File: src/rtl/apu_nn_responder_pkg.sv
// Shared APU core constants: pipeline register depths, op codes, op-to-latency table
// and status flag bit positions used by the apu_nn_responder slice.
package apu_nn_responder_pkg;

    localparam int PIPE_REG_ADDSUB = 1;
    localparam int PIPE_REG_MULT   = 1;
    localparam int PIPE_REG_MAC    = 2;
    localparam int LAT_DIVU        = 4;
    localparam int LAT_ILLEGAL     = 1;

    localparam int APU_NN_MAX_LAT = 4;

    localparam logic [5:0] OP_ADD  = 6'd0;
    localparam logic [5:0] OP_SUB  = 6'd1;
    localparam logic [5:0] OP_MUL  = 6'd2;
    localparam logic [5:0] OP_MAC  = 6'd3;
    localparam logic [5:0] OP_DIVU = 6'd4;

    localparam int FLAGS_W      = 5;
    localparam int FLAG_DIV0    = 0;
    localparam int FLAG_OVF     = 1;
    localparam int FLAG_ILLEGAL = 2;

    function automatic int unsigned op_latency(input logic [5:0] op);
        case (op)
            OP_ADD, OP_SUB: return PIPE_REG_ADDSUB;
            OP_MUL:         return PIPE_REG_MULT;
            OP_MAC:         return PIPE_REG_MAC;
            OP_DIVU:        return LAT_DIVU;
            default:        return LAT_ILLEGAL;
        endcase
    endfunction

endpackage

File: src/rtl/apu_nn_resp_slot_pipe.sv
// In-flight result slots: every slot shifts toward slot 0 each cycle, slot 0 retires.
// Flag storage exists only when APU_RESP_FLAGS_EN is defined.
module apu_nn_resp_slot_pipe
    import apu_nn_responder_pkg::*;
#(
    parameter int WIDTH   = 32,
    parameter int MAX_LAT = APU_NN_MAX_LAT,
    parameter int IDX_W   = (MAX_LAT > 1) ? $clog2(MAX_LAT) : 1
) (
    input  logic               clk,
    input  logic               rst_n,
    input  logic               wr_en,
    input  logic [IDX_W-1:0]   wr_slot,
    input  logic [WIDTH-1:0]   wr_result,
`ifdef APU_RESP_FLAGS_EN
    input  logic [FLAGS_W-1:0] wr_flags,
    output logic [FLAGS_W-1:0] rd_flags,
`endif
    output logic [MAX_LAT-1:0] occupancy,
    output logic               rd_valid,
    output logic [WIDTH-1:0]   rd_result
);

    logic [MAX_LAT-1:0] valid;
    logic [WIDTH-1:0]   result [MAX_LAT];

    // The write lands after the shift, so a write into slot 0 coexists with a retire.
    always_ff @(posedge clk or negedge rst_n) begin
        if (!rst_n) begin
            valid <= '0;
            for (int i = 0; i < MAX_LAT; i++) result[i] <= '0;
        end else begin
            for (int i = 0; i < MAX_LAT - 1; i++) begin
                valid[i]  <= valid[i+1];
                result[i] <= result[i+1];
            end
            valid[MAX_LAT-1]  <= 1'b0;
            result[MAX_LAT-1] <= '0;
            if (wr_en) begin
                valid[wr_slot]  <= 1'b1;
                result[wr_slot] <= wr_result;
            end
        end
    end

`ifdef APU_RESP_FLAGS_EN
    logic [FLAGS_W-1:0] flags [MAX_LAT];

    always_ff @(posedge clk or negedge rst_n) begin
        if (!rst_n) begin
            for (int i = 0; i < MAX_LAT; i++) flags[i] <= '0;
        end else begin
            for (int i = 0; i < MAX_LAT - 1; i++) flags[i] <= flags[i+1];
            flags[MAX_LAT-1] <= '0;
            if (wr_en) flags[wr_slot] <= wr_flags;
        end
    end

    assign rd_flags = valid[0] ? flags[0] : '0;
`endif

    assign occupancy = valid;
    assign rd_valid  = valid[0];
    assign rd_result = valid[0] ? result[0] : '0;

endmodule

File: src/rtl/apu_nn_responder.sv
// APU responder: computes the result at accept time and returns it after the op's latency.
// Optional status flags are enabled by defining APU_RESP_FLAGS_EN.
module apu_nn_responder
    import apu_nn_responder_pkg::*;
#(
    parameter int WIDTH   = 32,
    parameter int MAX_LAT = APU_NN_MAX_LAT
) (
    input  logic                  clk,
    input  logic                  rst_n,
    input  logic                  apu_req_i,
    output logic                  apu_gnt_o,
    input  logic [2:0][WIDTH-1:0] apu_operands_i,
    input  logic [5:0]            apu_op_i,
    input  logic [14:0]           apu_flags_i,
    output logic                  apu_rvalid_o,
    output logic [WIDTH-1:0]      apu_result_o,
    output logic [FLAGS_W-1:0]    apu_flags_o
);

    localparam int IDX_W = (MAX_LAT > 1) ? $clog2(MAX_LAT) : 1;

    logic [WIDTH-1:0]   op_a, op_b, op_c, res;
    int unsigned        lat;
    logic [MAX_LAT-1:0] occupancy;
    logic [IDX_W-1:0]   wr_slot;
    logic               accept;
    logic               unused_req_flags;

    assign op_a = apu_operands_i[0];
    assign op_b = apu_operands_i[1];
    assign op_c = apu_operands_i[2];

    assign unused_req_flags = ^apu_flags_i;

    assign lat     = op_latency(apu_op_i);
    assign wr_slot = IDX_W'(lat - 1);

    // After the shift, slot k holds today's slot k+1: slots >= L-1 are free iff slots >= L are empty now.
    // Any in-flight op returning later than this one would break in-order return.
    assign apu_gnt_o = rst_n & ~|(occupancy >> lat);
    assign accept    = apu_req_i & apu_gnt_o;

    always_comb begin
        res = '0;
        case (apu_op_i)
            OP_ADD:  res = op_a + op_b;
            OP_SUB:  res = op_a - op_b;
            OP_MUL:  res = op_a * op_b;
            OP_MAC:  res = op_a * op_b + op_c;
            OP_DIVU: res = (op_b == '0) ? '1 : op_a / op_b;
            default: res = '0;
        endcase
    end

`ifdef APU_RESP_FLAGS_EN
    logic [FLAGS_W-1:0] flags;
    logic [FLAGS_W-1:0] rd_flags;

    always_comb begin
        flags = '0;
        case (apu_op_i)
            OP_ADD:  flags[FLAG_OVF] = (op_a[WIDTH-1] == op_b[WIDTH-1]) && (res[WIDTH-1] != op_a[WIDTH-1]);
            OP_SUB:  flags[FLAG_OVF] = (op_a[WIDTH-1] != op_b[WIDTH-1]) && (res[WIDTH-1] != op_a[WIDTH-1]);
            OP_DIVU: flags[FLAG_DIV0] = (op_b == '0);
            OP_MUL, OP_MAC: flags = '0;
            default: flags[FLAG_ILLEGAL] = 1'b1;
        endcase
    end

    assign apu_flags_o = rd_flags;
`else
    assign apu_flags_o = '0;
`endif

    apu_nn_resp_slot_pipe #(
        .WIDTH   (WIDTH),
        .MAX_LAT (MAX_LAT),
        .IDX_W   (IDX_W)
    ) u_slot_pipe (
        .clk       (clk),
        .rst_n     (rst_n),
        .wr_en     (accept),
        .wr_slot   (wr_slot),
        .wr_result (res),
`ifdef APU_RESP_FLAGS_EN
        .wr_flags  (flags),
        .rd_flags  (rd_flags),
`endif
        .occupancy (occupancy),
        .rd_valid  (apu_rvalid_o),
        .rd_result (apu_result_o)
    );

endmodule
File: config.mk
export PLATFORM = sky130hd
export DESIGN_NAME = apu_nn_responder
export DESIGN_NICKNAME = d
export VERILOG_FILES = /design/src/rtl/apu_nn_responder_pkg.sv /design/src/rtl/apu_nn_resp_slot_pipe.sv /design/src/rtl/apu_nn_responder.sv
export SDC_FILE = /design/constraint.sdc
export NUM_CORES = 2
export LEC_CHECK = 0
export CORE_MARGIN = 2
export CORE_UTILIZATION = 45
export CTS_BUF_LIST = sky130_fd_sc_hd__clkbuf_8
export DETAILED_ROUTE_END_ITERATION = 6
export GPL_TIMING_DRIVEN = 0
export HOLD_SLACK_MARGIN = 0.15
export SLEW_MARGIN = 25
export SYNTH_ARGS = -nofsm -noshare
export SYNTH_HDL_FRONTEND = slang
export SYNTH_SLANG_ARGS = --single-unit
File: constraint.sdc
create_clock -name clk -period 3.5 [get_ports clk]
set_input_delay 0.7 -clock clk [delete_from_list [all_inputs] [get_ports clk]]
set_output_delay 0.7 -clock clk [all_outputs]
set_load 0.1 [all_outputs]
==> tab_implementation.tex <==
\begin{tabular}{lr}
\hline
Metric & Value \\
\hline
\multicolumn{2}{l}{\textbf{Floorplanning}} \\
\quad I/O Pins & 159 \\
\quad Starting Density & 45.42\% \\
\quad Core region area & about 0.12 mm\^{}2 \\
\quad Die width & 349.5 um \\
\quad Row count & 126 \\
\quad Overall die height & 349.5 um \\
\quad Die Outline Area & 0.1221 mm\^{}2 \\
\multicolumn{2}{l}{\textbf{Place}} \\
\quad Placed wire-length estimate after detailed placement & between 150,000 and 200,000 um \\
\quad Routability cong. & around 1 \\
\quad DP Cell Count & 8,913 \\
\quad IO Port Bufs & 129 \\
\multicolumn{2}{l}{\textbf{Synth}} \\
\quad Basic-gate share of the synthesized area counting and, or, nand and nor cells & 20.88\% \\
\quad Post-synthesis share of cell area spent on full adders, half adders and majority gates & about a third \\
\quad Post-synthesis compound-gate area fraction & about 23\% \\
\quad Sequential cell area fraction in the yosys report & 6.150\% \\
\quad Top cells by area, synth & sky130\_fd\_sc\_hd\_\_ha\_1 (17\%), sky130\_fd\_sc\_hd\_\_fa\_1 (15\%), sky130\_fd\_sc\_hd\_\_nand2\_1 (6.6\%) \\
\quad Post-synthesis async set-or-reset flop share & between 90\% and 100\% \\
\quad XOR/XNOR Fraction of Synth Area & slightly above 8\% \\
\quad Combinational family with the most area after synthesis & adder cells \\
\quad Multiplexer share of the synthesized area & between 2 and 2.5\% \\
\quad Post-synth top area cell & sky130\_fd\_sc\_hd\_\_ha\_1 \\
\quad Number of enable-type register cells in the synthesized netlist & 0 \\
\quad Synth Area per Inst & approximately 7.4 um\^{}2 \\
\quad Number of synthesized register bits & $\sim$130 \\
\quad Synthesized area & 0.05371 mm\^{}2 \\
\quad Top FF cell, synth & sky130\_fd\_sc\_hd\_\_dfrtp\_1 \\
\quad Number of different library cells in the post-synthesis netlist & approximately 110 \\
\quad Yosys synthesis warning count & 0 \\
\quad Cell count after synthesis & $\sim$7.2k \\
\quad Share of the synthesized area in the top cell type & 16.73\% \\
\multicolumn{2}{l}{\textbf{Critical path}} \\
\quad Crit path to & u\_slot\_pipe.result[0] \\
\quad Max incr delay on CP & between 700 and 800 ps \\
\quad Type of the worst setup path & input port to flip-flop \\
\quad Slowest cell on the critical path & sky130\_fd\_sc\_hd\_\_a211oi\_1 \\
\quad Number of cells traversed by the worst register-to-register path & 9 \\
\quad Reg2reg setup slack & about 1000 ps \\
\quad Highest fanout seen on the critical path & 10 \\
\quad Reg-to-reg critical path endpoint & u\_slot\_pipe.result[125] \\
\quad Worst EP required & $\sim$3800 ps \\
\quad CP startpoint & apu\_operands\_i[46] \\
\quad CP Data Arrival Time & 62,830 ps \\
\quad Category of the worst setup path capture point & flip-flop \\
\quad Worst setup SP type & input port \\
\quad Most repeated library cell on the critical path & sky130\_fd\_sc\_hd\_\_a21o\_1 \\
\quad Worst R2R Start & u\_slot\_pipe.occupancy[3] \\
\multicolumn{2}{l}{\textbf{Power}} \\
\quad Register share of total power & 2.2\% \\
\quad Power density over the cells & 957.8 mW/mm\^{}2 \\
\quad Static power due to leakage & 33.52 nW \\
\quad Int Power & a little over 30 mW \\
\quad Net switching fraction of the power & 57.28\% \\
\quad Clock power share & around 1.9\% \\
\quad Switching power & roughly 40 mW \\
\quad Total power consumption of the routed design & around 71 mW \\
\quad Proportion of power drawn by combinational gates & a little over nine tenths \\
\quad Max IR drop VDD & just under 3 mV \\
\multicolumn{2}{l}{\textbf{Drt}} \\
\quad Wire length on met3 & roughly 25,000 um \\
\quad DR DRC count & 0 \\
\quad Highest layer used for signal routing & met5 \\
\quad Router iterations before antenna repair & 6 \\
\quad Antenna violation net count after detailed routing & 0 \\
\quad Post-detailed-route via-to-cell ratio & around 6.2 \\
\quad Vias & between 60k and 70k \\
\quad Initial DRC Count & 6,266 \\
\quad Met1 wire length & 102,500 um \\
\quad Per-cell routed wire length & 26.21 um \\
\quad Wire length reported by the detailed router & roughly 250,000 um \\
\quad Met2 WL & 109,700 um \\
\multicolumn{2}{l}{\textbf{Outcome}} \\
\quad Outcome & complete, but fails checks \\
\quad Violations in the final reports & setup timing \\
\multicolumn{2}{l}{\textbf{Clocking}} \\
\quad Clock sink count & 132 \\
\quad Clock transition time at the flip-flop clock pins of the worst setup and hold paths & $\sim$70 ps \\
\quad Clock tree from TritonCTS & done \\
\quad Worst-case clock buffer depth & 2 \\
\quad Number of buffers created by CTS & 17 \\
\quad Cell at the root of the clock tree & sky130\_fd\_sc\_hd\_\_clkbuf\_8 \\
\quad Clk Latency, worst-skew pair & about 440 ps \\
\quad H-tree depth & 4 \\
\multicolumn{2}{l}{\textbf{Timing}} \\
\quad Total setup violations reported at the end of the flow & 97 \\
\quad Final critical-path share of the clock period & 1787\% \\
\quad Relative slew slack & between 20\% and 30\% \\
\quad Number of pins exceeding their max-slew limit in the final report & 0 \\
\quad Slew of the pin with the lowest slew margin & approximately 1200 ps \\
\quad Minimum clock period & roughly 63,000 ps \\
\quad Maximum operating frequency & about 16 MHz \\
\quad Clock Skew & 15.67 ps \\
\quad Final setup slack of the worst path & -59,040 ps \\
\quad Setup repair after global routing missed its margin & true \\
\quad Final hold viol count & 0 \\
\multicolumn{2}{l}{\textbf{Layout}} \\
\quad Final std cells w/o fill & just under 10k \\
\quad Number of nets at the end of the flow & roughly 9.4k \\
\quad Share of cells above drive strength 1 & between 20\% and 30\% \\
\quad Layout area overhead & 37.26\% \\
\multicolumn{2}{l}{\textbf{Global routing}} \\
\quad Global-route wire length before repair & 364,800 um \\
\quad Antenna violations before repair & 12 \\
\quad All-layer global routing usage & 39.70\% \\
\quad Number of global-route vias before repair & 57.67k \\
\quad Pin count of the biggest net entering global routing & 92 \\
\quad Total grt overflow & 0 \\
\multicolumn{2}{l}{\textbf{Run}} \\
\quad Max-cap violations & 0 \\
\multicolumn{2}{l}{\textbf{Min path}} \\
\quad Hold WC Path Type & input port to asynchronous set/reset pin \\
\hline
\end{tabular}
-- cells by family (layout without fill, tap and decap cells) --
| family | count (synthesis) | after routing |
|---|---|---|
| simple gates | 2442 | 2442 |
| compound gates | 1884 | 1885 |
| fa+ha+maj | 1128 | 1128 |
| buf+inv | 1010 | 1908 |
| xor+xnor | 504 | 504 |
| flops | 132 | 132 |
| mux | 122 | 122 |
| other cells | 1 | 18 |
-- power groups by stage --
stage | Clock [mW] | Sequential (mW) | Combinational [mW]
4_1_cts | 1.38 | 1.54 | 65.2
2_1_floorplan | 0 | 1.58 | 60.4
3_5_place_dp | 0 | 1.57 | 60.6
3_3_place_gp | 0 | 1.57 | 60.0
6_report | 1.36 | 1.54 | 67.7
5_1_grt | 1.45 | 1.54 | 72.5
-- stage by stage --
step | utilization (%) | setup TNS, ps | instance area [um^2] | hold WS, ps | worst slack (ps)
2_1_floorplan | - | -1717960 | 57350 | 404.4 | -54090
3_3_place_gp | 51.22 | -3037710 | 60560 | 405.4 | -75980
3_5_place_dp | 51.59 | -2525280 | 61000 | 412.6 | -75310
4_1_cts | 59.05 | -1883860 | 69820 | 222.6 | -57470
5_1_grt | 62.32 | -1968820 | 73690 | 231.9 | -60340
6_report | 62.34 | -1917750 | 73720 | 243.7 | -59040
-- cells in the final DEF, fill, tap and decap left out, types with 132 or more instances in the layout --
master	instances
sky130_fd_sc_hd__a21o_1	194
sky130_fd_sc_hd__a21oi_1	307
sky130_fd_sc_hd__buf_4	649
sky130_fd_sc_hd__dfrtp_1	132
sky130_fd_sc_hd__fa_1	404
sky130_fd_sc_hd__ha_1	539
sky130_fd_sc_hd__ha_4	157
sky130_fd_sc_hd__inv_1	646
sky130_fd_sc_hd__nand2_1	871
sky130_fd_sc_hd__nor2_1	548
sky130_fd_sc_hd__o21ai_0	189
sky130_fd_sc_hd__xnor2_1	321
sky130_fd_sc_hd__xor2_1	173
-- area by class of cell --
cell class	count	area, um^2
flip-flops and latches	132	3303
clock buffers	22	302.8
repair buffers	875	7654
repair inverters	1	16.27
multi-input cells	6086	54470
inverters	690	2669
plain buffers	310	3217
well taps	1536	1922
clock inverters	10	128.9
fillers	10357	44520
diodes	13	32.53
-- flip-flops by register name (all words and copies together) (netlist names) --
signal and cells:
u_slot_pipe.occupancy 4, u_slot_pipe.result 128
-- worst min-delay path by stage --
stage | endpoint | from | slack, ps | depth (start not counted)
after floorplan | u_slot_pipe.occupancy[0] | rst_n | 400 | 0
after global placement | u_slot_pipe.result[35] | u_slot_pipe.result[3] | 410 | 1
after detailed placement | u_slot_pipe.result[55] | u_slot_pipe.result[23] | 410 | 1
after CTS | u_slot_pipe.result[35] | rst_n | 220 | 2
after global routing | u_slot_pipe.result[4] | rst_n | 230 | 2
final | u_slot_pipe.result[38] | rst_n | 240 | 2
-- worst max-delay path: cells and delay by family --
family          cells  cell delay (ps)
mux                 4              970
fa+ha+maj          31             7710
buf+inv            47             7480
compound gates    162            33970
simple gates       66            11650
-- synthesized netlist by cell type (all sizes together) (38+ instances only) --
master and instances:
a21o 201, mux2i 44, buf 51, a31oi 98, o21ai 372, clkbuf 269
nor3 172, and2 123, o31ai 60, nand3 133, fa 410, nor2 626
mux2 78, or2 58, nor2b 63, nand2b 65, o211ai 64, and3 38
a211oi 50, nand2 945, o21a 145, xnor2 329, ha 718, dfrtp 132
or3 57, xor2 175, a21oi 484, nand4 60, inv 688, o21bai 58
-- layer usage --
metal	up-vias	global-route usage, %
li1	26968	-
met1	29446	52.13
met2	3240	62.37
met3	750	7.378
met4	6	19.87
met5	-	0
-- repair_timing --
item,4_1_cts,5_1_grt
endpoints found under the setup margin,96,97
pin swaps,379,408
gates cloned,14,1
gates resized for setup,961,564
hold buffers,1,0
setup buffers,518,197
endpoints found under the hold margin,41,0
No activity file was read; power rests on OpenSTA's default activity.
